--- config.mk ---
export PLATFORM = sky130hd
export DESIGN_NAME = uart_frame_parser
export DESIGN_NICKNAME = d
export VERILOG_FILES = /design/src/rtl/uart_frame_pkg.sv /design/src/rtl/uart_frame_timer.sv /design/src/rtl/uart_frame_parser.sv
export SDC_FILE = /design/constraint.sdc
export NUM_CORES = 1
export LEC_CHECK = 0
export ABC_AREA = 1
export CAP_MARGIN = 25
export CORE_MARGIN = 2
export CORE_UTILIZATION = 35
export CTS_CLUSTER_DIAMETER = 200
export CTS_CLUSTER_SIZE = 40
export DETAILED_ROUTE_END_ITERATION = 16
export GPL_TIMING_DRIVEN = 0
export PLACE_DENSITY = 0.58
export RECOVER_POWER = 100
export SLEW_MARGIN = 25
export SYNTH_ARGS = -nofsm -noshare
export SYNTH_HDL_FRONTEND = slang
export SYNTH_SLANG_ARGS = --single-unit
--- constraint.sdc ---
create_clock -name i_clk_sys -period 1.45 [get_ports i_clk_sys]
set_input_delay 0.2175 -clock i_clk_sys [delete_from_list [all_inputs] [get_ports i_clk_sys]]
set_output_delay 0.2175 -clock i_clk_sys [all_outputs]
set_load 0.05 [all_outputs]
--- src/rtl/uart_frame_pkg.sv ---
// rtl/uart_frame_pkg.sv - header bytes, error codes, FSM encoding and timeout sizing for the UART frame parser
package uart_frame_pkg;

  // Frame sync bytes
  localparam logic [7:0] HDR0 = 8'hAA;
  localparam logic [7:0] HDR1 = 8'h55;

  // Values driven on o_err_code alongside o_frame_err
  localparam logic [1:0] ERR_CHECKSUM = 2'd0;
  localparam logic [1:0] ERR_LENGTH   = 2'd1;
  localparam logic [1:0] ERR_TIMEOUT  = 2'd2;
  localparam logic [1:0] ERR_OVERFLOW = 2'd3;

  typedef enum logic [2:0] {
    S_HUNT    = 3'd0,
    S_HDR1    = 3'd1,
    S_LEN     = 3'd2,
    S_PAYLOAD = 3'd3,
    S_CHK     = 3'd4
  } state_t;

  // Idle-gap limit in clock cycles: byte_times * 10 bit-times * clk_hz / baud.
  // Computed in 64 bits because the product overflows 32 bits at high clock rates.
  function automatic int unsigned timeout_cycles(input int unsigned clk_mhz,
                                                 input int unsigned baud,
                                                 input int unsigned bytes);
    longint unsigned cyc;
    cyc = (64'(bytes) * 64'd10 * 64'(clk_mhz) * 64'd1000000) / 64'(baud);
    if (cyc == 64'd0) begin
      cyc = 64'd1;
    end
    return 32'(cyc);
  endfunction

endpackage

--- src/rtl/uart_frame_timer.sv ---
// rtl/uart_frame_timer.sv - idle-gap counter that pulses o_expire after LIMIT cycles without a clear
module uart_frame_timer #(
  parameter int unsigned LIMIT = 16
) (
  input  logic i_clk,
  input  logic i_rst_n,
  input  logic i_clear,
  input  logic i_enable,
  output logic o_expire
);

  localparam int unsigned CW = (LIMIT > 1) ? $clog2(LIMIT) : 1;
  localparam logic [CW-1:0] TERMINAL = CW'(LIMIT - 1);

  logic [CW-1:0] cnt_q, cnt_d;

  // A clear in the expiry cycle suppresses the expiry, so a late byte still wins
  assign o_expire = i_enable && !i_clear && (cnt_q == TERMINAL);

  // Count idle cycles while enabled; restart on clear, disable or expiry
  always_comb begin
    cnt_d = cnt_q + CW'(1);
    if (i_clear || !i_enable || o_expire) begin
      cnt_d = '0;
    end
  end

  // Counter register
  always_ff @(posedge i_clk or negedge i_rst_n) begin
    if (!i_rst_n) begin
      cnt_q <= '0;
    end else begin
      cnt_q <= cnt_d;
    end
  end

endmodule

--- src/rtl/uart_frame_parser.sv ---
// rtl/uart_frame_parser.sv - hunts AA 55 LEN frames, packs payload into words, flags errors; UART_FRAME_CHECKSUM_EN enables the CHK byte
module uart_frame_parser
  import uart_frame_pkg::*;
#(
  parameter int unsigned CLK_FRE       = 50,
  parameter int unsigned BAUD_RATE     = 9600,
  parameter int unsigned WORD_BYTES    = 2,
  parameter int unsigned MAX_WORDS     = 64,
  parameter int unsigned TIMEOUT_BYTES = 4
) (
  input  logic                    i_clk_sys,
  input  logic                    i_rst_n,
  input  logic [7:0]              i_rx_data,
  input  logic                    i_rx_done,
  output logic [8*WORD_BYTES-1:0] o_word,
  output logic                    o_word_valid,
  input  logic                    i_word_ready,
  output logic                    o_word_last,
  output logic                    o_frame_done,
  output logic                    o_frame_err,
  output logic [1:0]              o_err_code
);

  localparam int unsigned WW       = 8 * WORD_BYTES;
  localparam int unsigned IW       = (WORD_BYTES > 1) ? $clog2(WORD_BYTES) : 1;
  localparam logic [IW-1:0] LAST_IDX = IW'(WORD_BYTES - 1);
  localparam logic [7:0] MAX_LEN  = 8'(MAX_WORDS);
  localparam int unsigned TO_CYC   = timeout_cycles(CLK_FRE, BAUD_RATE, TIMEOUT_BYTES);

  state_t          state_q, state_d;
  logic [7:0]      len_q, len_d;
  logic [7:0]      wcnt_q, wcnt_d;
  logic [IW-1:0]   bidx_q, bidx_d;
  logic [WW-1:0]   pack_q, pack_d;
  logic [WW-1:0]   pack_ins;
  logic [WW-1:0]   word_q, word_d;
  logic            valid_q, valid_d;
  logic            last_q, last_d;
  logic            done_q, done_d;
  logic            err_q, err_d;
  logic [1:0]      code_q, code_d;
  logic            tmr_enable;
  logic            tmr_expire;

`ifdef UART_FRAME_CHECKSUM_EN
  logic [7:0]      csum_q, csum_d;
`endif

  assign tmr_enable = (state_q != S_HUNT);

  uart_frame_timer #(
    .LIMIT(TO_CYC)
  ) u_timer (
    .i_clk   (i_clk_sys),
    .i_rst_n (i_rst_n),
    .i_clear (i_rx_done),
    .i_enable(tmr_enable),
    .o_expire(tmr_expire)
  );

  // Next-state logic: frame FSM, byte packer, output word handshake and status pulses
  always_comb begin
    state_d  = state_q;
    len_d    = len_q;
    wcnt_d   = wcnt_q;
    bidx_d   = bidx_q;
    pack_d   = pack_q;
    word_d   = word_q;
    valid_d  = valid_q && !i_word_ready;
    last_d   = last_q;
    done_d   = 1'b0;
    err_d    = 1'b0;
    code_d   = code_q;
`ifdef UART_FRAME_CHECKSUM_EN
    csum_d   = csum_q;
`endif

    // Packer contents with the incoming byte dropped into its lane
    pack_ins = pack_q;
    pack_ins[{bidx_q, 3'b000} +: 8] = i_rx_data;

    if (i_rx_done) begin
      case (state_q)
        S_HUNT: begin
          if (i_rx_data == HDR0) begin
            state_d = S_HDR1;
          end
        end
        S_HDR1: begin
          if (i_rx_data == HDR1) begin
            state_d = S_LEN;
          end else if (i_rx_data != HDR0) begin
            state_d = S_HUNT;
          end
        end
        S_LEN: begin
          if (i_rx_data == 8'd0 || i_rx_data > MAX_LEN) begin
            err_d   = 1'b1;
            code_d  = ERR_LENGTH;
            state_d = S_HUNT;
          end else begin
            len_d   = i_rx_data;
            wcnt_d  = 8'd0;
            bidx_d  = '0;
            state_d = S_PAYLOAD;
`ifdef UART_FRAME_CHECKSUM_EN
            csum_d  = i_rx_data;
`endif
          end
        end
        S_PAYLOAD: begin
`ifdef UART_FRAME_CHECKSUM_EN
          csum_d = csum_q + i_rx_data;
`endif
          if (bidx_q == LAST_IDX) begin
            bidx_d = '0;
            if (valid_q && !i_word_ready) begin
              // Downstream still owns the previous word: keep it, drop the new one
              err_d   = 1'b1;
              code_d  = ERR_OVERFLOW;
              state_d = S_HUNT;
            end else begin
              word_d  = pack_ins;
              valid_d = 1'b1;
              last_d  = ((wcnt_q + 8'd1) == len_q);
              wcnt_d  = wcnt_q + 8'd1;
              if ((wcnt_q + 8'd1) == len_q) begin
`ifdef UART_FRAME_CHECKSUM_EN
                state_d = S_CHK;
`else
                done_d  = 1'b1;
                state_d = S_HUNT;
`endif
              end
            end
          end else begin
            pack_d = pack_ins;
            bidx_d = bidx_q + IW'(1);
          end
        end
        S_CHK: begin
`ifdef UART_FRAME_CHECKSUM_EN
          if (i_rx_data == csum_q) begin
            done_d = 1'b1;
          end else begin
            err_d  = 1'b1;
            code_d = ERR_CHECKSUM;
          end
`endif
          state_d = S_HUNT;
        end
        default: begin
          state_d = S_HUNT;
        end
      endcase
    end else if (tmr_expire) begin
      // Idle gap too long: abandon the frame and any partial word
      err_d   = 1'b1;
      code_d  = ERR_TIMEOUT;
      bidx_d  = '0;
      state_d = S_HUNT;
    end
  end

  // State, packer and registered outputs
  always_ff @(posedge i_clk_sys or negedge i_rst_n) begin
    if (!i_rst_n) begin
      state_q <= S_HUNT;
      len_q   <= 8'd0;
      wcnt_q  <= 8'd0;
      bidx_q  <= '0;
      pack_q  <= '0;
      word_q  <= '0;
      valid_q <= 1'b0;
      last_q  <= 1'b0;
      done_q  <= 1'b0;
      err_q   <= 1'b0;
      code_q  <= 2'd0;
    end else begin
      state_q <= state_d;
      len_q   <= len_d;
      wcnt_q  <= wcnt_d;
      bidx_q  <= bidx_d;
      pack_q  <= pack_d;
      word_q  <= word_d;
      valid_q <= valid_d;
      last_q  <= last_d;
      done_q  <= done_d;
      err_q   <= err_d;
      code_q  <= code_d;
    end
  end

`ifdef UART_FRAME_CHECKSUM_EN
  // Running 8-bit sum of LEN and payload bytes
  always_ff @(posedge i_clk_sys or negedge i_rst_n) begin
    if (!i_rst_n) begin
      csum_q <= 8'd0;
    end else begin
      csum_q <= csum_d;
    end
  end
`endif

  assign o_word       = word_q;
  assign o_word_valid = valid_q;
  assign o_word_last  = last_q;
  assign o_frame_done = done_q;
  assign o_frame_err  = err_q;
  assign o_err_code   = code_q;

endmodule

==> flow_summary.json, run 1 <==
{
  "hold_ws_ns": 0.3372,
  "die_x_um": 107.3,
  "antenna_found_initial": 0,
  "syn-cell-area_um2": 3734,
  "holdPathEnd": "pack_q[3]",
  "drtIter0Drc": 207,
  "hp-start": "i_rx_data[3]",
  "p_comb_frac": 0.127,
  "timing.rr.end": "state_q[1]",
  "drv_cap": 0,
  "peakVddDrop_v": 0.0005049,
  "drc_errors": 0,
  "synth-seq-cells": 75,
  "fillCellCount": 956,
  "dpl_worst_slack_ns": -0.6006,
  "final_cells": 713,
  "drt-pass1-iter-count": 4,
  "start_util": 0.3617,
  "seqPwrFrac": 0.479,
  "cts_tree": "built",
  "setup_violations": 24,
  "dieArea_um2": 11510,
  "tightestPinTransition_ns": 0.7137,
  "critPathLaunch": "wcnt_q[1]",
  "num_io_pins": 34,
  "grtUsageTotal": 0.1736,
  "power_leakage_nw": 2.516,
  "report.final.hold_viol_count": 0,
  "nets": 588,
  "drtAntennaViolNets": 0,
  "core_um2": 10320,
  "numClockSinks": 75,
  "totalWireLength_mm": 10.05,
  "setup.worst_path.class": "register to register",
  "hold_class": "input port to register",
  "path_clk_slew_ns": 0.08,
  "r2r-start": "wcnt_q[1]",
  "placedCellCount": 652,
  "start_kind": "register",
  "p_int_mw": 3.332,
  "syn_inst": 482,
  "critPathMaxFanout": 7,
  "ctsRootBufferMaster": "clkbuf_8",
  "synth_xor_area_frac": 0.01642,
  "p_sw_mw": 1.243,
  "powerDensity_nw_per_um2": 865.5,
  "setup-tns-final_ns": -2.618,
  "syn_to_final_growth_pct": 41.59,
  "skew_ns": 0.01814,
  "place_hpwl_mm": 6.349,
  "yosysSeqAreaShare": 0.5027,
  "num_vias": 3475,
  "clock_power_share": 0.393,
  "gp_congestion": 0.8215,
  "period_share": 1.143,
  "critical_path_required_ns": 1.69,
  "hold_path_depth": 3,
  "routed_via_density": 4.874,
  "wire_per_inst_um": 14.09,
  "r2r_cells": 12,
  "maxSlewViolCount": 0,
  "cts-htree-levels": 3,
  "synthSimpleGateAreaFrac": 0.3210,
  "avgSynthCellArea_um2": 7.746,
  "synth_compound_area_frac": 0.07875,
  "violations": "negative setup slack",
  "io_buffers": 33,
  "fin_crit_ns": 1.657,
  "synth_top_family_by_area": "simple AND/OR/NAND/NOR gates",
  "rrSetupSlack_ns": -0.21,
  "yosysUniqueCellTypes": 29,
  "synth_adder_area_share": 0.01005,
  "slew_headroom": 0.5242,
  "overflow": 0,
  "yosys_warnings": 0,
  "die_h_um": 107.3,
  "p_sw_frac": 0.2717,
  "grt_pass1_vias": 3335,
  "cts_max_path_buffers": 2,
  "diodes": 0,
  "design_power_total_mw": 4.575,
  "critPathArrivalTime_ns": 1.90,
  "syn-num-nets": 497,
  "clock_latency_ns": 0.36,
  "grt_max_degree": 51,
  "status": "finished, violations left",
  "grt_pass1_wl_mm": 15.74,
  "synthMuxAreaShare": 0,
  "cts_made_buffers": 9,
  "drive_above_1_share": 0.3588,
  "rsz0062_at_grt": "true",
  "rows": 37,
  "clock.fmax_mhz": 603.5,
  "end_kind": "register",
  "setup_slack_ns": -0.2070
}
## cell usage after synthesis
cell type / instances / area [um^2]
nand2_1: 154 / 578.1
o21ai_1: 6 / 30.03
o21ai_0: 36 / 180.2
nand3_1: 29 / 145.1
and2_4: 1 / 8.760
nor3b_1: 4 / 30.03
xor2_1: 4 / 35.03
a21oi_1: 7 / 35.03
o21a_1: 4 / 30.03
clkbuf_1: 12 / 45.04
o22ai_1: 1 / 6.260
o22ai_2: 1 / 12.51
or2_2: 2 / 12.51
nand4_1: 10 / 62.56
nor3_2: 1 / 10.01
nor4_1: 3 / 18.77
nor2_4: 2 / 22.52
nand3_2: 2 / 20.02
nand2_2: 4 / 25.02
inv_2: 5 / 18.77
dfrtp_1: 75 / 1877
buf_2: 8 / 40.04
nor2_2: 5 / 31.28
nor2_1: 42 / 157.7
or2_0: 1 / 6.260
nor3_1: 14 / 70.07
ha_1: 3 / 37.54
xnor2_1: 3 / 26.28
inv_1: 43 / 161.4
## repair_timing
action / CTS / global route
pin swaps: 12 / 35
buffers inserted: 23 / 19
hold endpoints to repair: 25 / 0
endpoints found under the setup margin: 88 / 84
cloned: 2 / 2
hold buffers: 1 / 0
resized for setup: 98 / 137
## final cells by class
class,instances,area [um^2],area share
buffer,20,122.6,0.02320
clock buffer,10,127.6,0.02414
clock inverter,5,86.33,0.01633
inverter,48,190.2,0.03598
multi-input combinational,340,2038,0.3856
sequential,75,1883,0.3562
tap,136,170.2,0.03219
timing repair buffer,79,668.1,0.1264
## per-layer routing
metal  share of wire  GRT usage
met1            0.45     0.2261
met2            0.50     0.2812
met3           0.032    0.04298
met4           0.016    0.06122
met5               0          0
## cells in the final DEF (no fill, tap or decap), types with 3 or more instances in the layout
cell type and instances:
a21oi_1 5, buf_4 31, buf_6 13, buf_8 4, clkbuf_1 12, clkbuf_2 19
clkbuf_8 9, clkdlybuf4s15_2 3, clkdlybuf4s50_1 3, dfrtp_1 70, dfrtp_2 5, dlygate4sd2_1 5
dlymetal6s2s_1 3, ha_4 3, inv_1 36, inv_2 9, nand2_1 126, nand2_2 24
nand2_4 7, nand3_1 21, nand3_2 9, nand4_1 10, nor2_1 20, nor2_2 20
nor2_4 9, nor3_1 4, nor3_2 8, nor3_4 3, nor3b_2 4, o21a_1 4
o21ai_0 29, o21ai_1 11, xor2_1 3
## how the worst max path moves through the flow
stage | slack [ns] | to | cells past startpoint
after floorplan | -0.04 | state_q[1] | 11
after global routing | -0.36 | state_q[1] | 12
after detailed placement | -0.60 | o_word[9] | 8
after global placement | -2.83 | o_word_valid | 1
final | -0.21 | state_q[1] | 12
after CTS | -0.21 | state_q[1] | 11
## logic make-up after synthesis
kind of cell             Yosys count
buffers and inverters             68
AO/OA/AOI/OAI                     55
AND/OR/NAND/NOR                  274
flip-flops                        75
XOR/XNOR                           7
adder cells (fa/ha/maj)            3
## state kept, by name, indices dropped and copies added, names as in the netlist
register       count
o_word            16
o_word_last        1
u_timer.cnt_q     18
o_frame_err        1
len_q              8
o_err_code         2
bidx_q             1
state_q            2
o_word_valid       1
wcnt_q             8
o_frame_done       1
pack_q            16
## power groups by stage
stage / Combinational, mW / Sequential [mW] / Clock, mW
global route: 0.640 / 2.20 / 1.95
CTS: 0.525 / 2.18 / 1.84
global placement: 0.429 / 2.23 / 0
finish: 0.583 / 2.19 / 1.80
floorplan: 0.172 / 2.30 / 0
detailed placement: 0.443 / 2.23 / 0
## critical path, cell delays in order (launching register included)
cell,delay [ns]
dfrtp_1,0.43
buf_6,0.13
nand2_4,0.05
nor2_4,0.20
nand3_2,0.12
nand3_2,0.09
nand2_1,0.07
nor2_2,0.10
nand3_2,0.11
nand2_2,0.09
nand2_2,0.05
nand2_1,0.05
nand2_1,0.05
## stage by stage
stage	cell area (um^2)	util
after floorplan	3757	-
after global placement	4258	0.4124
after detailed placement	4283	0.4149
after CTS	4871	0.4718
after global routing	5286	0.5121
final	5286	0.5121
(Power assumes the default switching activity.)
==> run 2: changes to the inputs <==
--- a/config.mk
+++ b/config.mk
@@ -13,6 +13,7 @@
 export CTS_CLUSTER_SIZE = 40
 export DETAILED_ROUTE_END_ITERATION = 16
 export GPL_TIMING_DRIVEN = 0
+export HOLD_SLACK_MARGIN = 0.05
 export PLACE_DENSITY = 0.58
 export RECOVER_POWER = 100
 export SLEW_MARGIN = 25
==> results of run 2 <==
The final DEF is identical to that of run 1; final timing and power are the same.
==> run 3: changes to the inputs <==
--- a/config.mk
+++ b/config.mk
@@ -7,6 +7,7 @@
 export LEC_CHECK = 0
 export ABC_AREA = 1
 export CAP_MARGIN = 25
+export CORE_ASPECT_RATIO = 2
 export CORE_MARGIN = 2
 export CORE_UTILIZATION = 35
 export CTS_CLUSTER_DIAMETER = 200
==> run 3 against run 2 <==
  * The flow still finishes with violations (negative setup slack)
  * Via count is 1.3% lower
  * First-iteration DRC count is 46% lower
  * Worst setup slack worse by 0.033 ns
  * Non-clock buffer count is 5 lower
  * Critical path depth stayed put
  * Largest cell class unchanged
  * Cell count is 0.56% lower
  * Flip-flop and latch count stayed put
==> flow_summary.json, run 3 (synthesized netlist as in run 1, its figures left out) <==
{
  "status": "finished, violations left",
  "violations": "negative setup slack",
  "tightestPinTransition_ns": 0.9344,
  "rrSetupSlack_ns": -0.24,
  "r2r_cells": 12,
  "drv_cap": 0,
  "place_area_um2": 4277,
  "totalWireLength_mm": 9.925,
  "powerDensity_nw_per_um2": 921.3,
  "timing.rr.end": "state_q[0]",
  "numClockSinks": 75,
  "layout_commonest_cell": "nand2_1",
  "design_power_total_mw": 4.872,
  "peakVddDrop_v": 0.0007547,
  "num_vias": 3429,
  "largest_register_ffs": 18,
  "maxSlewViolCount": 0,
  "drive_above_1_share": 0.2797,
  "cts_max_path_buffers": 2,
  "grtUsageTotal": 0.1768,
  "holdPathEnd": "pack_q[4]",
  "critPathArrivalTime_ns": 1.91,
  "report.final.hold_viol_count": 0,
  "die_x_um": 77.03,
  "fin_crit_ns": 1.690,
  "drtIter0Drc": 112,
  "skew_ns": 0.006072,
  "power_leakage_nw": 2.494,
  "die_h_um": 150.1,
  "cpPeakStageDelay_ns": 0.41,
  "slowest_stage": "dfrtp_1",
  "drtAntennaViolNets": 0,
  "critical_path_required_ns": 1.67,
  "io_buffers": 33,
  "drt-pass1-iter-count": 4,
  "grt_pass1_wl_mm": 16.05,
  "setup_violations": 25,
  "dpl_worst_slack_ns": -0.5975,
  "place_hpwl_mm": 6.880,
  "top_register": "u_timer.cnt_q",
  "critPathMaxFanout": 3,
  "slew_headroom": 0.3771,
  "gp_congestion": 0.8537,
  "core_um2": 10480,
  "setup.worst_path.class": "register to register",
  "hold_path_depth": 3,
  "antenna_found_initial": 0,
  "cts-htree-levels": 3,
  "end_kind": "register",
  "setup_slack_ns": -0.2400,
  "drc_errors": 0,
  "final_cells": 709,
  "start_util": 0.3563,
  "clock_latency_ns": 0.33,
  "final_cell_area_um2": 5288,
  "nets": 582,
  "start_kind": "register",
  "placedCellCount": 653,
  "syn_to_final_growth_pct": 41.62,
  "rsz0062_at_grt": "true",
  "grt_max_degree": 40,
  "ctsRootBufferMaster": "clkbuf_16",
  "period_share": 1.166,
  "layout_common_cells": "142 x nand2_1, 67 x dfrtp_1, 38 x inv_1",
  "crit_chain": "buf_6 > inv_4 > ha_4 > nand4_1 > nor2_2 > nand3_2 > nand2_1 > nand2_1 > nor2_1 > nand2_2 > nand2_1 > nand2_1",
  "rows": 53,
  "hold_class": "input port to register",
  "routed_via_density": 4.836,
  "wire_per_inst_um": 14.00,
  "path_clk_slew_ns": 0.06,
  "grt_pass1_vias": 3506,
  "setup-tns-final_ns": -2.754,
  "cts_made_buffers": 9,
  "diodes": 0,
  "dieArea_um2": 11560,
  "hp-start": "i_rx_data[4]",
  "r2r-start": "u_timer.cnt_q[0]",
  "cts_tree": "built",
  "overflow": 0,
  "crit_top_cell": "nand2_1",
  "num_io_pins": 34,
  "clock.fmax_mhz": 591.7
}
-- run 3: cell types whose count changed in the layout (fill, tap and decap cells not counted), sizes merged, moves of 2 or more --
cell	previous run	this run
clkbuf	43	28
clkdlybuf4s15	4	14
dlygate4sd2	5	9
clkinvlp	0	3
buf	50	48
bufinv	2	0
inv	49	47
-- run 3: per-layer routing --
metal / vias to the layer above / wire length (um) / track usage
li1: 1708 / - / -
met3: 39 / 270 / 0.03076
met5: - / 0 / 0
met1: 1618 / 3545 / 0.1680
met4: 0 / 510 / 0.1152
met2: 64 / 5598 / 0.3404
-- run 3: critical path, delay by kind of cell, from the launching register on --
family | cells | cell delay [ns]
adders and majority gates | 1 | 0.12
buffers and inverters | 2 | 0.18
DFF | 1 | 0.41
and+or+nand+nor | 9 | 0.89
-- run 3: worst max-delay path by stage --
| stage | slack (ns) | endpoint | cells past startpoint | startpoint |
|---|---|---|---|---|
| 2_1_floorplan | -0.04 | state_q[1] | 11 | wcnt_q[0] |
| 5_1_grt | -0.38 | state_q[1] | 12 | u_timer.cnt_q[0] |
| 3_3_place_gp | -2.80 | o_word_valid | 1 | i_rst_n |
| 3_5_place_dp | -0.60 | o_word[10] | 8 | i_rx_done |
| 4_1_cts | -0.20 | state_q[0] | 13 | wcnt_q[0] |
| 6_report | -0.24 | state_q[0] | 12 | u_timer.cnt_q[0] |
-- run 3: repair_timing --
action / 4_1_cts / 5_1_grt
hold buffers: 1 / 0
resized for setup: 99 / 84
cloned: 1 / 0
buffers inserted: 26 / 14
hold endpoints to repair: 38 / 0
endpoints found under the setup margin: 88 / 80
pin swaps: 27 / 20
-- run 3: final cells by class --
| type | instances | area [um^2] |
|---|---|---|
| plain buffers | 19 | 111.4 |
| clock buffers | 11 | 242.7 |
| clock inverters | 5 | 37.54 |
| fillers | 1034 | 5190 |
| inverters | 48 | 196.4 |
| multi-input cells | 339 | 1929 |
| flip-flops and latches | 75 | 1887 |
| well taps | 137 | 171.4 |
| repair buffers | 75 | 711.9 |
-- run 3: where the power goes --
part / switching [mW] / total, mW / internal, mW
clock network: 0.850 / 2.06 / 1.21
registers: 0.0454 / 2.19 / 2.15
logic: 0.370 / 0.618 / 0.248
total: 1.27 / 4.87 / 3.61
-- run 3: per-stage QoR --
step | util | hold slack, ns
CTS | 0.4765 | 0.3809
floorplan | - | -0.07809
global placement | 0.4065 | 0.4346
detailed placement | 0.4082 | 0.2367
global route | 0.5047 | 0.3805
finish | 0.5047 | 0.3618
